$ cat config.mk
export PLATFORM = sky130hd
export DESIGN_NAME = err_gen_flat
export DESIGN_NICKNAME = d
export VERILOG_FILES = /design/src/rtl/err_gen_if.sv /design/src/rtl/err_gen.sv /design/src/flat_wrapper.sv
export SDC_FILE = /design/constraint.sdc
export NUM_CORES = 1
export LEC_CHECK = 0
export CORE_ASPECT_RATIO = 1.4
export CORE_MARGIN = 1.5
export CORE_UTILIZATION = 35
export DETAILED_ROUTE_END_ITERATION = 10
export DONT_BUFFER_PORTS = 1
export PLACE_DENSITY_LB_ADDON = 0.15
export REMOVE_ABC_BUFFERS = 1
export SYNTH_ARGS = -nofsm -noshare
export SYNTH_HDL_FRONTEND = slang
export SYNTH_SLANG_ARGS = --single-unit
$ cat constraint.sdc
create_clock -name clk -period 4.11 [get_ports clk]
set_input_delay 0.6165 -clock clk [delete_from_list [all_inputs] [get_ports clk]]
set_output_delay 0.6165 -clock clk [all_outputs]
set_load 0.05 [all_outputs]
$ cat src/rtl/err_gen_if.sv
// Sample-in / error-out bundle between the sensor front end and the PID term blocks.
interface err_gen_if;
  logic        en;
  logic        smpl_vld;
  logic [11:0] smpl;
  logic [11:0] desired;
  logic [9:0]  err_sat;
  logic        err_vld;
  logic        sat_flg;
  logic        stale;

  modport master (
    output en, smpl_vld, smpl, desired,
    input  err_sat, err_vld, sat_flg, stale
  );

  modport slave (
    input  en, smpl_vld, smpl, desired,
    output err_sat, err_vld, sat_flg, stale
  );
endinterface

$ cat src/rtl/err_gen.sv
// PID error front end: windowed sample average minus setpoint, saturated to 10-bit signed,
// with clip flag and stalled-stream detect.
module err_gen #(
  parameter int AVG_LOG2 = 2,
  parameter int TMO_W    = 16
) (
  input logic      clk,
  input logic      rst,
  err_gen_if.slave bus
);
  localparam int ACC_W = 12 + AVG_LOG2;
  // Keep cnt at least one bit wide; with AVG_LOG2 = 0 it stays 0 and every sample is final.
  localparam int CNT_W = (AVG_LOG2 > 0) ? AVG_LOG2 : 1;
  localparam logic [CNT_W-1:0] CNT_LAST = CNT_W'((1 << AVG_LOG2) - 1);

  logic [ACC_W-1:0] acc, sum_q, acc_sum;
  logic [CNT_W-1:0] cnt;
  logic [1:0]       vld_pipe;   // [0]: sum_q valid, [1]: err_sat valid
  logic [TMO_W-1:0] tmo, tmo_nxt;
  logic [11:0]      avg;
  logic signed [12:0] diff;
  logic [9:0]       sat_c;
  logic             flg_c;
  logic             accept, last;
  logic [9:0]       err_sat_q;
  logic             sat_flg_q, stale_q;

  assign accept  = bus.en & bus.smpl_vld;
  assign last    = (cnt == CNT_LAST);
  assign acc_sum = acc + ACC_W'(bus.smpl);

  // Average is a truncating shift; difference needs one extra bit for sign.
  assign avg  = 12'(sum_q >> AVG_LOG2);
  assign diff = $signed({1'b0, avg}) - $signed({1'b0, bus.desired});

  always_comb begin
    sat_c = diff[9:0];
    flg_c = 1'b0;
    if (diff > 13'sd511) begin
      sat_c = 10'h1FF;
      flg_c = 1'b1;
    end else if (diff < -13'sd512) begin
      sat_c = 10'h200;
      flg_c = 1'b1;
    end
  end

  always_comb begin
    tmo_nxt = tmo;
    if (accept)      tmo_nxt = '0;
    else if (~&tmo)  tmo_nxt = tmo + 1'b1;
  end

  always_ff @(posedge clk) begin
    if (rst) begin
      acc       <= '0;
      cnt       <= '0;
      sum_q     <= '0;
      vld_pipe  <= '0;
      tmo       <= '0;
      stale_q   <= 1'b0;
      err_sat_q <= '0;
      sat_flg_q <= 1'b0;
    end else if (!bus.en) begin
      // Partial window and in-flight results are dropped; last result is kept.
      acc      <= '0;
      cnt      <= '0;
      vld_pipe <= '0;
      tmo      <= '0;
      stale_q  <= 1'b0;
    end else begin
      vld_pipe <= {vld_pipe[0], accept & last};
      if (accept) begin
        if (last) begin
          sum_q <= acc_sum;
          acc   <= '0;
          cnt   <= '0;
        end else begin
          acc <= acc_sum;
          cnt <= cnt + 1'b1;
        end
      end
      if (vld_pipe[0]) begin
        err_sat_q <= sat_c;
        sat_flg_q <= flg_c;
      end
      tmo     <= tmo_nxt;
      stale_q <= &tmo_nxt;
    end
  end

  assign bus.err_sat = err_sat_q;
  assign bus.sat_flg = sat_flg_q;
  assign bus.err_vld = vld_pipe[1];
  assign bus.stale   = stale_q;
endmodule

$ cat src/flat_wrapper.sv
// flat-port wrapper written by rule: the top's interface ports become plain ports
module err_gen_flat 
#(
  parameter int AVG_LOG2 = 2,
  parameter int TMO_W    = 16
)
  (clk, rst, bus_en, bus_smpl_vld, bus_smpl, bus_desired, bus_err_sat, bus_err_vld, bus_sat_flg, bus_stale);
  err_gen_if bus_i ();
  input logic clk;
  input logic rst;
  input wire logic [$bits(bus_i.en)-1:0] bus_en;
  input wire logic [$bits(bus_i.smpl_vld)-1:0] bus_smpl_vld;
  input wire logic [$bits(bus_i.smpl)-1:0] bus_smpl;
  input wire logic [$bits(bus_i.desired)-1:0] bus_desired;
  output wire logic [$bits(bus_i.err_sat)-1:0] bus_err_sat;
  output wire logic [$bits(bus_i.err_vld)-1:0] bus_err_vld;
  output wire logic [$bits(bus_i.sat_flg)-1:0] bus_sat_flg;
  output wire logic [$bits(bus_i.stale)-1:0] bus_stale;
  assign bus_i.en = bus_en;
  assign bus_i.smpl_vld = bus_smpl_vld;
  assign bus_i.smpl = bus_smpl;
  assign bus_i.desired = bus_desired;
  assign bus_err_sat = bus_i.err_sat;
  assign bus_err_vld = bus_i.err_vld;
  assign bus_sat_flg = bus_i.sat_flg;
  assign bus_stale = bus_i.stale;
  err_gen #(.AVG_LOG2(AVG_LOG2), .TMO_W(TMO_W)) u_core (.clk(clk), .rst(rst), .bus(bus_i));
endmodule
==> out/qor.txt, run 1 <==
Outcome - completed
Antenna Nets Post-Route - 0
Initial Util - 0.363
Grt ovf - 0
Post-Route Setup TNS - 0 ns
Design area - 0.00407 mm^2
HPWL after detailed placement - 6.18 mm
Initial antenna violation count - 0
Synthesized instance count - 440
Async SR Flop Fraction - 0
Post-route minimum period - 2.95 ns
Clock sink count - 58
Cell Area, Placed - 0.00375 mm^2
Post-cts repair resize count - 0
Tcrit/Tclk final - 0.719
Reg2Reg Setup Slack - 1.16 ns
Total CTS buffers - 9
Die area - 0.0110 mm^2
HP Class - input port to register
Synth-to-Final Area Change - 11.9%
DR vias - 3030
Final WS setup - 1.16 ns
Endpoints failing setup - 0
Port buffer count - 0
Final hold slack - 0.358 ns
Routability Congestion - 0.845
Largest area contributor in the netlist - dfxtp_1
# nets final - 492
CP Max Fanout - 10
CTS Root Cell - clkbuf_16
Warnings from Yosys - 0
1st-pass router iterations - 4
Max-slew violation count - 0
Yosys cell types - 57
CTS Hold Bufs - 0
Max IR drop VDD - 0.000232 V
Setup Skew - 0.00466 ns
Dpl ws - 0.918 ns
Die H - 124 um
Lkg Pwr - 1.51 nW
R2R Path Start - u_core.sum_q[2]
Post-synthesis sequential area ratio - 0.319
Clk_lat worst skew - 0.33 ns
Flops & latches, synth - 58
Diodes inserted - 0
Synth Cell Area - 0.00364 mm^2
Num rows - 43
Drt drc - 0
Max Clock Freq - 339 MHz
Vias in the first global route - 3066
TritonCTS clock tree - yes
Worst flop-to-flop path endpoint - u_core.bus.err_sat[6]
Setup crit end - u_core.bus.err_sat[6]
First-pass GRT wire length - 14.1 mm
Power per cell area - 369 mW/mm^2
Top cells by area, synth - dfxtp_1, ha_1, nor2_1
Setup crit start - u_core.sum_q[2]
Routed Wire Length - 8.17 mm
Rel. slew slack - 0.428
Largest net degree at the start of global routing - 31
Fraction of layout cells with a size suffix above 1 - 0.0818
I/O pins - 41
Slew at the pin closest to its max-slew limit - 0.855 ns
Top-area cell type share of the netlist area - 0.319
Number of synthesized flops with an enable pin - 0
GR Util All Layers - 0.164
Setup Fix Bufs, Post-CTS - 0
Clock slew at reported path FFs - 0.05 ns
Die X - 89.1 um
Final hold vios - 0
Starting DRC count in detailed routing - 113
H-tree depth - 3
Crit path kind - register to register
Post-DR wirelength/cell - 14.2 um
Core ar. - 0.0100 mm^2
Avg Vias per Cell - 5.27
Critical Path Source Type - register
Worst path arrival time - 3.20 ns
FF-to-FF path depth - 11
Critical Path RT - 4.36 ns
Main synth FF type - dfxtp_1
Clk buf depth - 2
Max Cap Viol - 0
CP Capture Type - register
Mean Syn Cell Area - 8.26 um^2
RSZ-0062 raised after global routing - false
report_power, final:
group / internal [W] / switching, W
clock: 0.000560 / 0.000251
sequential: 0.000570 / 0.00000439
combinational: 0.0000488 / 0.0000675
per-stage QoR:
stage               instances  utilization  power (W)
finish                    575        0.406    0.00150
global route              575        0.406    0.00156
CTS                       575        0.406    0.00152
detailed placement        560        0.374   0.000703
global placement          560        0.374   0.000701
floorplan                 424            -   0.000677
sequential cells by signal, summed over array words and instances, names as in the netlist:
name                count
u_core.acc             14
u_core.cnt              2
u_core.bus.sat_flg      1
u_core.sum_q           12
u_core.vld_pipe         2
u_core.bus.err_sat     10
u_core.tmo             16
u_core.bus.stale        1
synth_stat cells (6+ instances only):
library cell,n
a211oi_1,6
a211oi_2,9
a21oi_1,27
a22o_1,10
a31oi_1,10
and2_1,7
and3_1,6
clkbuf_1,14
dfxtp_1,58
ha_1,26
inv_1,23
nand2_1,44
nand2b_1,8
nand3_1,16
nor2_1,51
nor3_1,9
o21a_1,6
o21ai_0,15
xnor2_1,11
xor2_1,11
logic make-up (layout without fill, tap and decap cells):
logic type / after synthesis / after routing / synth area share
AO/OA/AOI/OAI: 110 / 110 / 0.226
XOR/XNOR: 22 / 22 / 0.0530
adder cells (fa/ha/maj): 28 / 28 / 0.100
buffers and inverters: 39 / 39 / 0.0416
flip-flops: 58 / 58 / 0.319
multiplexers: 6 / 6 / 0.0169
AND/OR/NAND/NOR: 177 / 177 / 0.242
how the worst min path moves through the flow:
stage | startpoint | slack, ns | cells past startpoint | end
CTS | rst | 0.34 | 1 | u_core.bus.err_sat[6]
global route | rst | 0.34 | 1 | u_core.bus.err_sat[7]
finish | rst | 0.36 | 1 | u_core.bus.err_sat[0]
floorplan | u_core.sum_q[2] | 0.43 | 2 | u_core.sum_q[2]
global placement | u_core.sum_q[6] | 0.45 | 2 | u_core.sum_q[6]
detailed placement | u_core.sum_q[2] | 0.44 | 2 | u_core.sum_q[2]
routing by layer:
metal  track usage  up-vias  part of all wire
met5             0        -                 0
met4        0.0798        0             0.020
met3        0.0417       15             0.047
met2         0.273       58              0.48
met1         0.195     1386              0.45
li1              -     1571                 -
worst max-delay path, cell delays in order (launching register included):
cell,delay (ns)
dfxtp_1,0.33
inv_1,0.05
ha_1,0.20
fa_1,0.40
and2b_1,0.25
o2111ai_1,0.13
and4_4,0.19
o311ai_4,0.28
xnor2_1,0.16
o31ai_4,0.50
nand2_1,0.15
a211oi_2,0.23
layout by cell type, fill, tap and decap left out, types with 3 or more instances in the layout:
master / Yosys / routed
nor2_1: 51 / 51
and3_1: 6 / 6
ha_1: 26 / 26
clkbuf_16: 0 / 9
o21ai_0: 15 / 15
or2_2: 3 / 3
a31oi_1: 10 / 10
nor3_1: 9 / 9
nand4b_1: 3 / 3
a21boi_0: 3 / 3
nand2b_1: 8 / 8
a21oi_1: 27 / 27
xor2_1: 11 / 11
or3_1: 4 / 4
and2_1: 7 / 7
mux2i_1: 5 / 5
nand4_1: 3 / 3
a22o_1: 10 / 10
a211oi_1: 6 / 6
nand2_1: 44 / 44
o21a_1: 6 / 6
dfxtp_1: 58 / 58
nor2b_1: 4 / 4
xnor2_1: 11 / 11
a211oi_2: 9 / 9
a21o_1: 4 / 4
inv_1: 23 / 23
nand3_1: 16 / 16
o2111ai_1: 4 / 4
nand3b_1: 5 / 5
layout make-up:
cell class	count	area, um^2
inverters	23	86.3
clock buffers	13	260
flip-flops and latches	58	1160
repair buffers	1	7.51
fillers	1032	5940
well taps	135	169
clock inverters	2	60.1
multi-input cells	343	2320
Note: power is estimated with default switching activity, not from simulation.
==> run 2, diff against run 1 <==
clock period = 2.5 ns   (was 4.11 ns; I/O delays follow)
==> run 2 against run 1 <==
Against the previous run: the run now ends with negative setup slack left; clock-buffer cell count decreased by 4; worst setup slack worse by 1.2 ns; register-to-register slack got worse by 1.2 ns; fmax up 15%; flip-flop and latch count is the same; critical path depth is 1 higher; power grew 69%; global-route usage up 1.1 points; first-iteration DRC count increased by 34%; sequential share of layout area shrank 3.1 points; worst hold slack got worse by 0.24 ns; design area rose by 12%.
==> out/qor.txt, run 2 (synthesis gave the netlist of run 1 again) <==
Outcome - complete, but fails checks
Failing checks - negative setup slack
Final hold vios - 0
Clk buf depth - 2
Avg Vias per Cell - 5.27
Initial Util - 0.363
# nets final - 535
Lkg Pwr - 1.76 nW
Dpl ws - -0.306 ns
Die area - 0.0110 mm^2
1st-pass router iterations - 4
Register area - 0.00116 mm^2
Slew at the pin closest to its max-slew limit - 0.540 ns
Internal cell power - 0.00193 W
Post-DR wirelength/cell - 14.6 um
Multi-input logic area - 0.00248 mm^2
HP Class - input port to register
Most frequent cells in the layout - dfxtp_1, nor2_1, buf_4, nand2_1, a21oi_1
Reg2Reg Setup Slack - -0.07 ns
CP Max Fanout - 5
Max-slew violation count - 0
CTS Hold Bufs - 0
Synth-to-Final Area Change - 25.8%
P_sw - 0.000604 W
Antenna Nets Post-Route - 0
Clk_lat worst skew - 0.33 ns
Critical path depth - 12
CP Capture Type - register
Starting DRC count in detailed routing - 151
Sequential power share - 0.372
Fraction of layout cells with a size suffix above 1 - 0.221
Critical path's slowest cell - fa_2
R2R Path Start - u_core.sum_q[2]
Clock network fraction of total power - 0.532
CP bufs+invs - 2
Most common cell after layout, fill and taps aside - dfxtp_1
Routability Congestion - 0.838
Crit path cell chain - inv_2, ha_4, fa_2, and2b_1, o2111ai_2, and4_4, o311ai_4, xnor2_2, o31ai_4, buf_6, nand2_2, a211oi_2
Biggest regs - u_core.tmo (16), u_core.acc (14), u_core.sum_q (12)
Setup crit start - u_core.sum_q[2]
Combinational share of power - 0.096
Clock sink count - 58
Post-route minimum period - 2.57 ns
I/O pins - 41
Setup Skew - 0.00402 ns
FF-to-FF path depth - 12
Max Cap Viol - 0
Setup crit end - u_core.bus.err_sat[4]
Cell Area, Placed - 0.00406 mm^2
First-pass GRT wire length - 15.0 mm
Core ar. - 0.0100 mm^2
Final WS setup - -0.0721 ns
RSZ-0062 raised after global routing - true
Initial antenna violation count - 0
GR Util All Layers - 0.175
Max incr delay on CP - 0.34 ns
Total CTS buffers - 9
Critical Path Source Type - register
Critical Path RT - 2.75 ns
Final hold slack - 0.117 ns
Tcrit/Tclk final - 1.03
Max Clock Freq - 389 MHz
DR vias - 3260
Grt ovf - 0
Design area - 0.00457 mm^2
Sw Ratio - 0.239
Die H - 124 um
Delay-heaviest family, CP - compound AO/OA/AOI/OAI gates
Crit path kind - register to register
Vias in the first global route - 3183
Worst path arrival time - 2.82 ns
Routed Wire Length - 9.02 mm
Die X - 89.1 um
Fillers - 1046
Port buffer count - 0
Drt drc - 0
Rel. slew slack - 0.640
Worst flop-to-flop path endpoint - u_core.bus.err_sat[4]
Largest net degree at the start of global routing - 31
Endpoints failing setup - 9
TritonCTS clock tree - yes
Num rows - 43
CTS Root Cell - clkbuf_16
Clock slew at reported path FFs - 0.06 ns
Diodes inserted - 0
H-tree depth - 3
Max IR drop VDD - 0.000367 V
Power per cell area - 554 mW/mm^2
Largest Register - u_core.tmo
HPWL after detailed placement - 6.70 mm
Number of flip-flops in the largest register - 16
-- run 2: worst min-delay path by stage --
stage                          startpoint  slack, ns  cells after the start                     to
final                                 rst       0.12                      1  u_core.bus.err_sat[5]
after global routing                  rst       0.09                      1  u_core.bus.err_sat[0]
after CTS                             rst        0.1                      1  u_core.bus.err_sat[0]
after detailed placement              rst       0.45                      1  u_core.bus.err_sat[5]
after global placement    u_core.sum_q[4]       0.44                      2        u_core.sum_q[4]
after floorplan           u_core.sum_q[2]       0.43                      2        u_core.sum_q[2]
-- run 2: per-stage QoR --
step / util / power (W) / TNS (ns) / cells
floorplan: - / 0.00111 / -1.75 / 424
global route: 0.457 / 0.00263 / -1.90 / 619
detailed placement: 0.406 / 0.00118 / -3.03 / 600
finish: 0.457 / 0.00253 / -0.519 / 619
global placement: 0.406 / 0.00118 / -2.29 / 600
CTS: 0.451 / 0.00256 / -0.609 / 617
-- run 2: area by class of cell --
type	instances	share of cell area
tap	135	0.0369
timing repair buffer	44	0.0766
clock inverter	7	0.0222
inverter	23	0.0189
sequential	58	0.254
multi-input combinational	343	0.542
clock buffer	9	0.0492
-- run 2: metal layers --
layer | up-vias | routed length, um | global-route usage
met2 | 53 | 4460 | 0.293
met4 | 0 | 269 | 0.0798
met1 | 1528 | 3930 | 0.211
met5 | - | 0 | 0
met3 | 17 | 354 | 0.0398
li1 | 1662 | - | -
-- run 2: what timing repair did --
item,CTS,global route
setup buffers,0,2
endpoints found under the setup margin,12,19
pin swaps,8,3
resized for setup,25,14
cloned,1,0
endpoints found under the hold margin,0,0
-- run 2: power groups by stage --
stage | logic, W | clock network (W) | registers [W]
3_5_place_dp | 0.000215 | 0 | 0.000962
4_1_cts | 0.000234 | 0.00138 | 0.000942
6_report | 0.000242 | 0.00135 | 0.000942
5_1_grt | 0.000269 | 0.00142 | 0.000943
3_3_place_gp | 0.000213 | 0 | 0.000962
2_1_floorplan | 0.000152 | 0 | 0.000961
